[src/rtl/pipeline_stall_controller.sv]
// Pipeline stall/flush controller: merges load-use stalls, taken-branch flushes and
// data-memory wait into per-stage enables, with a memory timeout and a stall-cycle counter.
module pipeline_stall_controller #(
  parameter int COUNT_WIDTH = 16,
  parameter int MEM_TIMEOUT = 64
) (
  input  logic                   clk_i,
  input  logic                   rst_i,
  input  logic                   stall_pipeline_i,
  input  logic                   hazard_invalidate_i,
  input  logic                   branch_taken_EXE_i,
  input  logic                   dmem_req_MEM_i,
  input  logic                   dmem_ack_i,
  output logic                   enable_FETCH_o,
  output logic                   enable_DECODE_o,
  output logic                   enable_EXE_o,
  output logic                   enable_MEM_o,
  output logic                   flush_FETCH_o,
  output logic                   flush_DECODE_o,
  output logic                   bubble_EXE_o,
  output logic                   mem_timeout_o,
  output logic [COUNT_WIDTH-1:0] stall_count_o,
  output logic [1:0]             state_dbg_o
);

  localparam logic STALL_PIPELINE = 1'b1;
  localparam int   WAIT_W = $clog2(MEM_TIMEOUT + 1);

  typedef enum logic [1:0] {RUN = 2'd0, MEM_WAIT = 2'd1, ERROR = 2'd2} state_t;

  state_t                 state_q, state_d;
  logic [WAIT_W-1:0]      wait_cnt_q, wait_cnt_d;
  logic                   timeout_q, timeout_d;
  logic [COUNT_WIDTH-1:0] count_q;
  logic                   load_use;
  logic                   mem_wait;

  // Memory handshake: dmem_req_MEM_i opens an access, which completes in the cycle
  // dmem_ack_i is high (possibly the same cycle); until then the whole pipe is frozen.
  assign load_use = (stall_pipeline_i == STALL_PIPELINE) || hazard_invalidate_i;
  assign mem_wait = dmem_req_MEM_i && !dmem_ack_i;

  always_ff @(posedge clk_i or posedge rst_i) begin
    if (rst_i) begin
      state_q    <= RUN;
      wait_cnt_q <= '0;
      timeout_q  <= 1'b0;
      count_q    <= '0;
    end else begin
      state_q    <= state_d;
      wait_cnt_q <= wait_cnt_d;
      timeout_q  <= timeout_d;
      if (!enable_FETCH_o && (count_q != {COUNT_WIDTH{1'b1}}))
        count_q <= count_q + {{(COUNT_WIDTH-1){1'b0}}, 1'b1};
    end
  end

  always_comb begin
    state_d         = state_q;
    wait_cnt_d      = wait_cnt_q;
    timeout_d       = timeout_q;
    enable_FETCH_o  = 1'b0;
    enable_DECODE_o = 1'b0;
    enable_EXE_o    = 1'b0;
    enable_MEM_o    = 1'b0;
    flush_FETCH_o   = 1'b0;
    flush_DECODE_o  = 1'b0;
    bubble_EXE_o    = 1'b0;

    case (state_q)
      RUN, MEM_WAIT: begin
        if ((state_q == RUN && mem_wait) || (state_q == MEM_WAIT && !dmem_ack_i)) begin
          if (state_q == RUN) begin
            state_d    = MEM_WAIT;
            wait_cnt_d = WAIT_W'(1);
          end else if (wait_cnt_q == WAIT_W'(MEM_TIMEOUT)) begin
            state_d   = ERROR;
            timeout_d = 1'b1;
          end else begin
            wait_cnt_d = wait_cnt_q + WAIT_W'(1);
          end
        end else begin
          // Released (or never frozen): branch flush outranks the load-use stall,
          // since the stalled instruction is the one being flushed.
          state_d         = RUN;
          wait_cnt_d      = '0;
          enable_FETCH_o  = 1'b1;
          enable_DECODE_o = 1'b1;
          enable_EXE_o    = 1'b1;
          enable_MEM_o    = 1'b1;
          if (branch_taken_EXE_i) begin
            flush_FETCH_o  = 1'b1;
            flush_DECODE_o = 1'b1;
          end else if (load_use) begin
            enable_FETCH_o  = 1'b0;
            enable_DECODE_o = 1'b0;
            bubble_EXE_o    = 1'b1;
          end
        end
      end
      default: ;
    endcase

    if (rst_i) begin
      enable_FETCH_o  = 1'b0;
      enable_DECODE_o = 1'b0;
      enable_EXE_o    = 1'b0;
      enable_MEM_o    = 1'b0;
      flush_FETCH_o   = 1'b0;
      flush_DECODE_o  = 1'b0;
      bubble_EXE_o    = 1'b0;
    end
  end

  assign mem_timeout_o = timeout_q;
  assign stall_count_o = count_q;
  assign state_dbg_o   = state_q;

endmodule

[config.mk]
export PLATFORM = sky130hd
export DESIGN_NAME = pipeline_stall_controller
export DESIGN_NICKNAME = d
export VERILOG_FILES = /design/src/rtl/pipeline_stall_controller.sv
export SDC_FILE = /design/constraint.sdc
export NUM_CORES = 1
export LEC_CHECK = 0
export ABC_AREA = 1
export BUFFER_PORTS_ARGS = -buffer_cell sky130_fd_sc_hd__buf_2
export CORE_ASPECT_RATIO = 1.1
export CORE_MARGIN = 3
export CORE_UTILIZATION = 54
export DETAILED_ROUTE_END_ITERATION = 8
export PLACE_DENSITY = 0.78
export SYNTH_ARGS = -nofsm -noshare
export SYNTH_HDL_FRONTEND = slang
export SYNTH_SLANG_ARGS = --single-unit
[constraint.sdc]
create_clock -name clk_i -period 1.75 [get_ports clk_i]
set_input_delay 0.2625 -clock clk_i [delete_from_list [all_inputs] [get_ports clk_i]]
set_output_delay 0.2625 -clock clk_i [all_outputs]
set_load 0.05 [all_outputs]
# --- Yosys cells after proc, flatten, opt, wreduce, memory -nomap -nowiden ---
# Index checks and enable logic that the tools add are counted.
word_totals:
  ff_bits: 26
  input_bits: 7
  output_inout_bits: 26
  wordCells: 48
classes:
  add_sub_neg: 2
  n_eq_ne: 5
  mux: 23
  bitwise_logic: 1
  reduce_logical: 13
op_table:
  columns: ["op", "n"]
  rows:
  - ["two-way mux 7 bit", 3]
  - ["two-way mux 1 bit", 17]
  - ["adder 16 x 1 -> 16 bit, second input constant", 1]
  - ["inequality test 16 bit, second input constant", 1]
  - ["adder 7 x 1 -> 7 bit, second input constant", 1]
  - ["equality test 7 bit, second input constant", 1]
  - ["two-way mux 2 bit", 3]
  - ["logical AND 1 bit", 4]
  - ["AND reduction 2 bit", 2]
  - ["AND reduction 4 bit", 1]
  - ["inequality test 3 x 2 -> 1 bit, second input constant", 1]
  - ["inequality test 3 bit, second input constant", 1]
  - ["equality test 2 x 1 -> 1 bit, second input constant", 1]
  - ["logical NOT 1 bit", 2]
  - ["logical NOT 2 bit", 1]
  - ["logical OR 1 bit", 2]
  - ["OR reduction 2 bit", 1]
  - ["NOT 1 bit", 1]

# --- Longest topological paths before layout ---
depth:
  word_depth: 9
  ltp_mapped: 11
  depth_no_buf: 10

# --- Worst setup path after synthesis ---
# Ideal clock, no wire load.
synth_timing:
  kind: "reg-to-output"
  startpoint: "register state_q[1], in the netlist state_dbg_o[1]"
  endpoint: "output flush_FETCH_o"
  arrival_ns: 2.099
  required_ns: 1.487
  path_slack_ns: -0.611
  path_stages_with_launch: 6
  n_path_buf: 1
  path_cell_list: "dfrtp_1 -> nor2_1 -> o21ai_2 -> nand2_1 -> nor2_1 -> buf_4"
synth_via:
  elab_chain_len: 6
  word_cells_on_any_way: 9
  cone_classes: "eq/ne (1); mux (3); reduce/logical (5)"
synth_lines:
  columns: ["element", "line", "rtl"]
  rows:
  - ["start, declared", "31", "state_t state_q, state_d;"]
  - ["start signal, assigned", "50", "state_q <= state_d;"]
  - ["equality test 2 x 1 -> 1 bit / logical NOT 2 bit (equally long branches)", null, null]
  - ["logical AND 1 bit", "72", "if ((state_q == RUN && mem_wait) || (state_q == MEM_WAIT && !dmem_ack_i)) begin"]
  - ["logical OR 1 bit", "72", null]
  - ["two-way mux 1 bit", null, null]
  - ["two-way mux 1 bit (*) (2 in a row)", null, null]
  - ["end, declared", "18", "output logic flush_FETCH_o,"]
# Every way passes the cells marked *; elsewhere a longest branch is shown, timed or not.

# --- Final worst setup path ---
layout_timing:
  startpoint: "register state_q[0], in the netlist state_dbg_o[0]"
  endpoint: "output flush_DECODE_o"
layout_via:
  elab_chain_len: 6
  word_cells_on_any_way: 9
  cone_classes: "eq/ne (1); mux (3); reduce/logical (5)"
layout_lines:
  columns: ["element", "line", "rtl"]
  rows:
  - ["equality test 2 x 1 -> 1 bit / logical NOT 2 bit (equally long branches)", "70, 72", null]
  - ["logical AND 1 bit", "72", null]
  - ["logical OR 1 bit", "72", null]
  - ["two-way mux 1 bit", "72", null]
  - ["two-way mux 1 bit (*)", "70", "case (state_q)"]
  - ["two-way mux 1 bit (*)", "104", "if (rst_i) begin"]
  - ["end, declared", "19", "output logic flush_DECODE_o,"]
# Marks and branches as above.

==> impl_results.md <==
- CORE AREA: about 2900 µm²
- Register Area: ~660 µm²
- PwrDens: approximately 540 nW/µm²
- DR pass1 iterations: 4
- Post-synthesis sequential area ratio: 0.392
- Pwr Total: ~1.1 mW
- DRT antenna net count: 0
- Clk sinks: 26
- Least-Margin Pin Slew: approximately 0.40 ns
- Peak supply drop: approximately 0.35 mV
- Clock latency on the worst-skew pair: around 0.34 ns
- Starting DRC count in detailed routing: 70
- Initial antenna violation count: 0
- Largest net degree at the start of global routing: 19
- Nets: ~280
- Cell count after synthesis: roughly 240
- CP required: around 1.5 ns
- Syn. warnings: 0
- Initial Util: 0.582
- Tcrit/Tclk final: 0.973
- Die Wd: ~60 µm
- Drt wl/cell: roughly 12 µm
- DR DRC count: 0
- Syn Std Cell Area: roughly 1700 µm²
- CP max FO: 3
- RSZ-0062 raised after global routing: true
- Vias: about 1500
- Post-Route WL: roughly 3600 µm
- # diodes: 0
- Multi-input logic area: about 890 µm²
- Maxcap violations: 0
- Final clock skew: a little over 0.02 ns
- FP Rows: 20
- Crit path cell chain: o21ai_4, nand2_4, nor2_4, buf_4
- Crit path capture type: output port
- #FFs+latches synth: 26
- Highest Clock Rate: 0.587 GHz
- Aggregate global-route resource usage: 0.211
- Setup TNS: 0 ns
- Post-synth net total: around 250
- Tmin final: ~1.7 ns
- Fin. max-slew vios: 0
- TritonCTS clock tree: built
- CP peak stage delay: between 0.4 and 0.5 ns
- First-pass GRT wire length: roughly 6400 µm
- Final core utilization: 0.693
- H-tree levels: 1
- Die H: 64.2 µm
- Filler instances: around 250
- Num CTS Buffers: 3
- Clk Tree Root Cell: clkbuf_4
- Slew margin rel.: 0.733
- Final cell count without fillers: 303
- Crit path max-delay cell type: dfrtp_2
- Worst hold path type: in -> reg
- Placed insts: ~300
- IO Port Bufs: 32
- Status: complete, no violations
- GP Congestion: around 0.84
- Lkg Pwr: 1.01 nW
- Share of post-route cells with drive strength above 1: 0.252
- Reg clk slew, reported paths: between 0.15 and 0.2 ns
- Die ar.: 3780 µm²
- Critical path arrival: around 1.4 ns
- Avg Vias per Cell: 5.04
- Final hold vios: 0
- Worst Setup Start Kind: flop
- DP HPWL: approximately 2700 µm
- Final setup fails: 0
- Clk buf depth: 2
- Area grow syn2layout: 19.1%
- Grt total ovfl: 0
- Number of global-route vias before repair: roughly 1500
- Kind of critical path: reg -> out
- I/O pins: 33
- Mapped Avg Cell Area: between 7 and 8 µm²
- Cell variety after synth: 29
## synthesized netlist by cell type
cell type  count  area share
a21o_1         1      0.0045
a21oi_1        1      0.0030
buf_2          1      0.0030
buf_4          3       0.014
buf_6          2       0.014
clkinv_2       2      0.0060
dfrtp_1       26        0.39
ha_1           3       0.023
inv_1         26       0.059
inv_2          1      0.0023
inv_4          1      0.0038
nand2_1       86        0.19
nand2_2        4       0.015
nand2_4        1      0.0068
nand2_8        1       0.012
nand3_1       17       0.051
nand3_2        1      0.0060
nand3_4        1       0.011
nand3b_1       1      0.0045
nand4_1        6       0.023
nor2_1        25       0.056
nor2_2         1      0.0038
nor2_4         1      0.0068
o21ai_0       13       0.039
o21ai_1        1      0.0030
o21ai_2        1      0.0053
o21bai_1       1      0.0045
or2_2          1      0.0038
xnor2_1        6       0.032
## critical path: cells and delay by family, from the launching register on
| kind | cells | cell delay, ns |
|---|---|---|
| buffers and inverters | 1 | 0.20 |
| AOI/OAI and AO/OA | 1 | 0.21 |
| and+or+nand+nor | 2 | 0.22 |
| DFF | 1 | 0.46 |
## power by group
part           leakage, nW  internal (mW)  switching (mW)
clock network       0.0279          0.232           0.192
logic                0.653         0.0137          0.0259
registers            0.331          0.604         0.00523
total                 1.01          0.850           0.223
## registers in the layout (all words and copies together) (netlist names)
register       cells
state_dbg_o        2
wait_cnt_q         7
mem_timeout_o      1
stall_count_o     16
## routing by layer
metal,share of wire,vias up,GRT usage
met5,0,-,0
met4,0.011,0,0.0510
met3,0.031,5,0.0202
met2,0.53,26,0.388
met1,0.43,698,0.258
li1,-,798,-
## final timing paths
check                                from               end  slack [ns]  depth (start not counted)
hold reg to reg             mem_timeout_o     mem_timeout_o        0.50                          2
setup / recovery           state_dbg_o[0]    flush_DECODE_o        0.05                          4
max in group asynchronous           rst_i    state_dbg_o[1]        0.69                          4
min in group asynchronous           rst_i  stall_count_o[6]        0.46                          3
hold / removal             dmem_req_MEM_i    state_dbg_o[0]        0.21                          3
setup reg to reg           state_dbg_o[1]     wait_cnt_q[6]        0.16                          9
## final cells by class
type | instances | share of cell area
clock buffers | 3 | 0.0114
multi-input cells | 173 | 0.448
flip-flops and latches | 26 | 0.331
inverters | 30 | 0.0633
well taps | 33 | 0.0209
repair buffers | 37 | 0.110
clock inverters | 1 | 0.0152
## repair_timing
item / CTS / global route
setup buffers: 2 / 1
setup endpoints to repair: 7 / 13
endpoints found under the hold margin: 9 / 0
hold buffers: 1 / 0
gates resized for setup: 9 / 3
pin swaps: 1 / 2
## logic make-up after synthesis
| family | share of synthesized area |
|---|---|
| and+or+nand+nor | 0.394 |
| buffers and inverters | 0.101 |
| DFF | 0.392 |
| AOI/OAI and AO/OA | 0.0595 |
| xor gates and xnor gates | 0.0316 |
| adders and majority gates | 0.0226 |
## metrics by stage
stage	instance area (µm²)	hold WS, ns	worst slack, ns
global placement	1860	0.285	0.248
finish	1980	0.211	0.0471
global route	1980	0.267	-0.0316
CTS	1960	0.222	0.00276
detailed placement	1860	0.286	0.201
floorplan	1700	0.302	-0.0318
## placed cells by master (no fill, tap or decap), types with 5 or more instances in the layout
cell type   n
xnor2_1     6
nand2_1    84
nand2_2     5
inv_1      24
o21ai_0    13
nand3_1    17
nor2_1     21
buf_2      25
buf_4      11
dfrtp_1    22
nand4_1     6
Power figures use the tool's default switching activity.
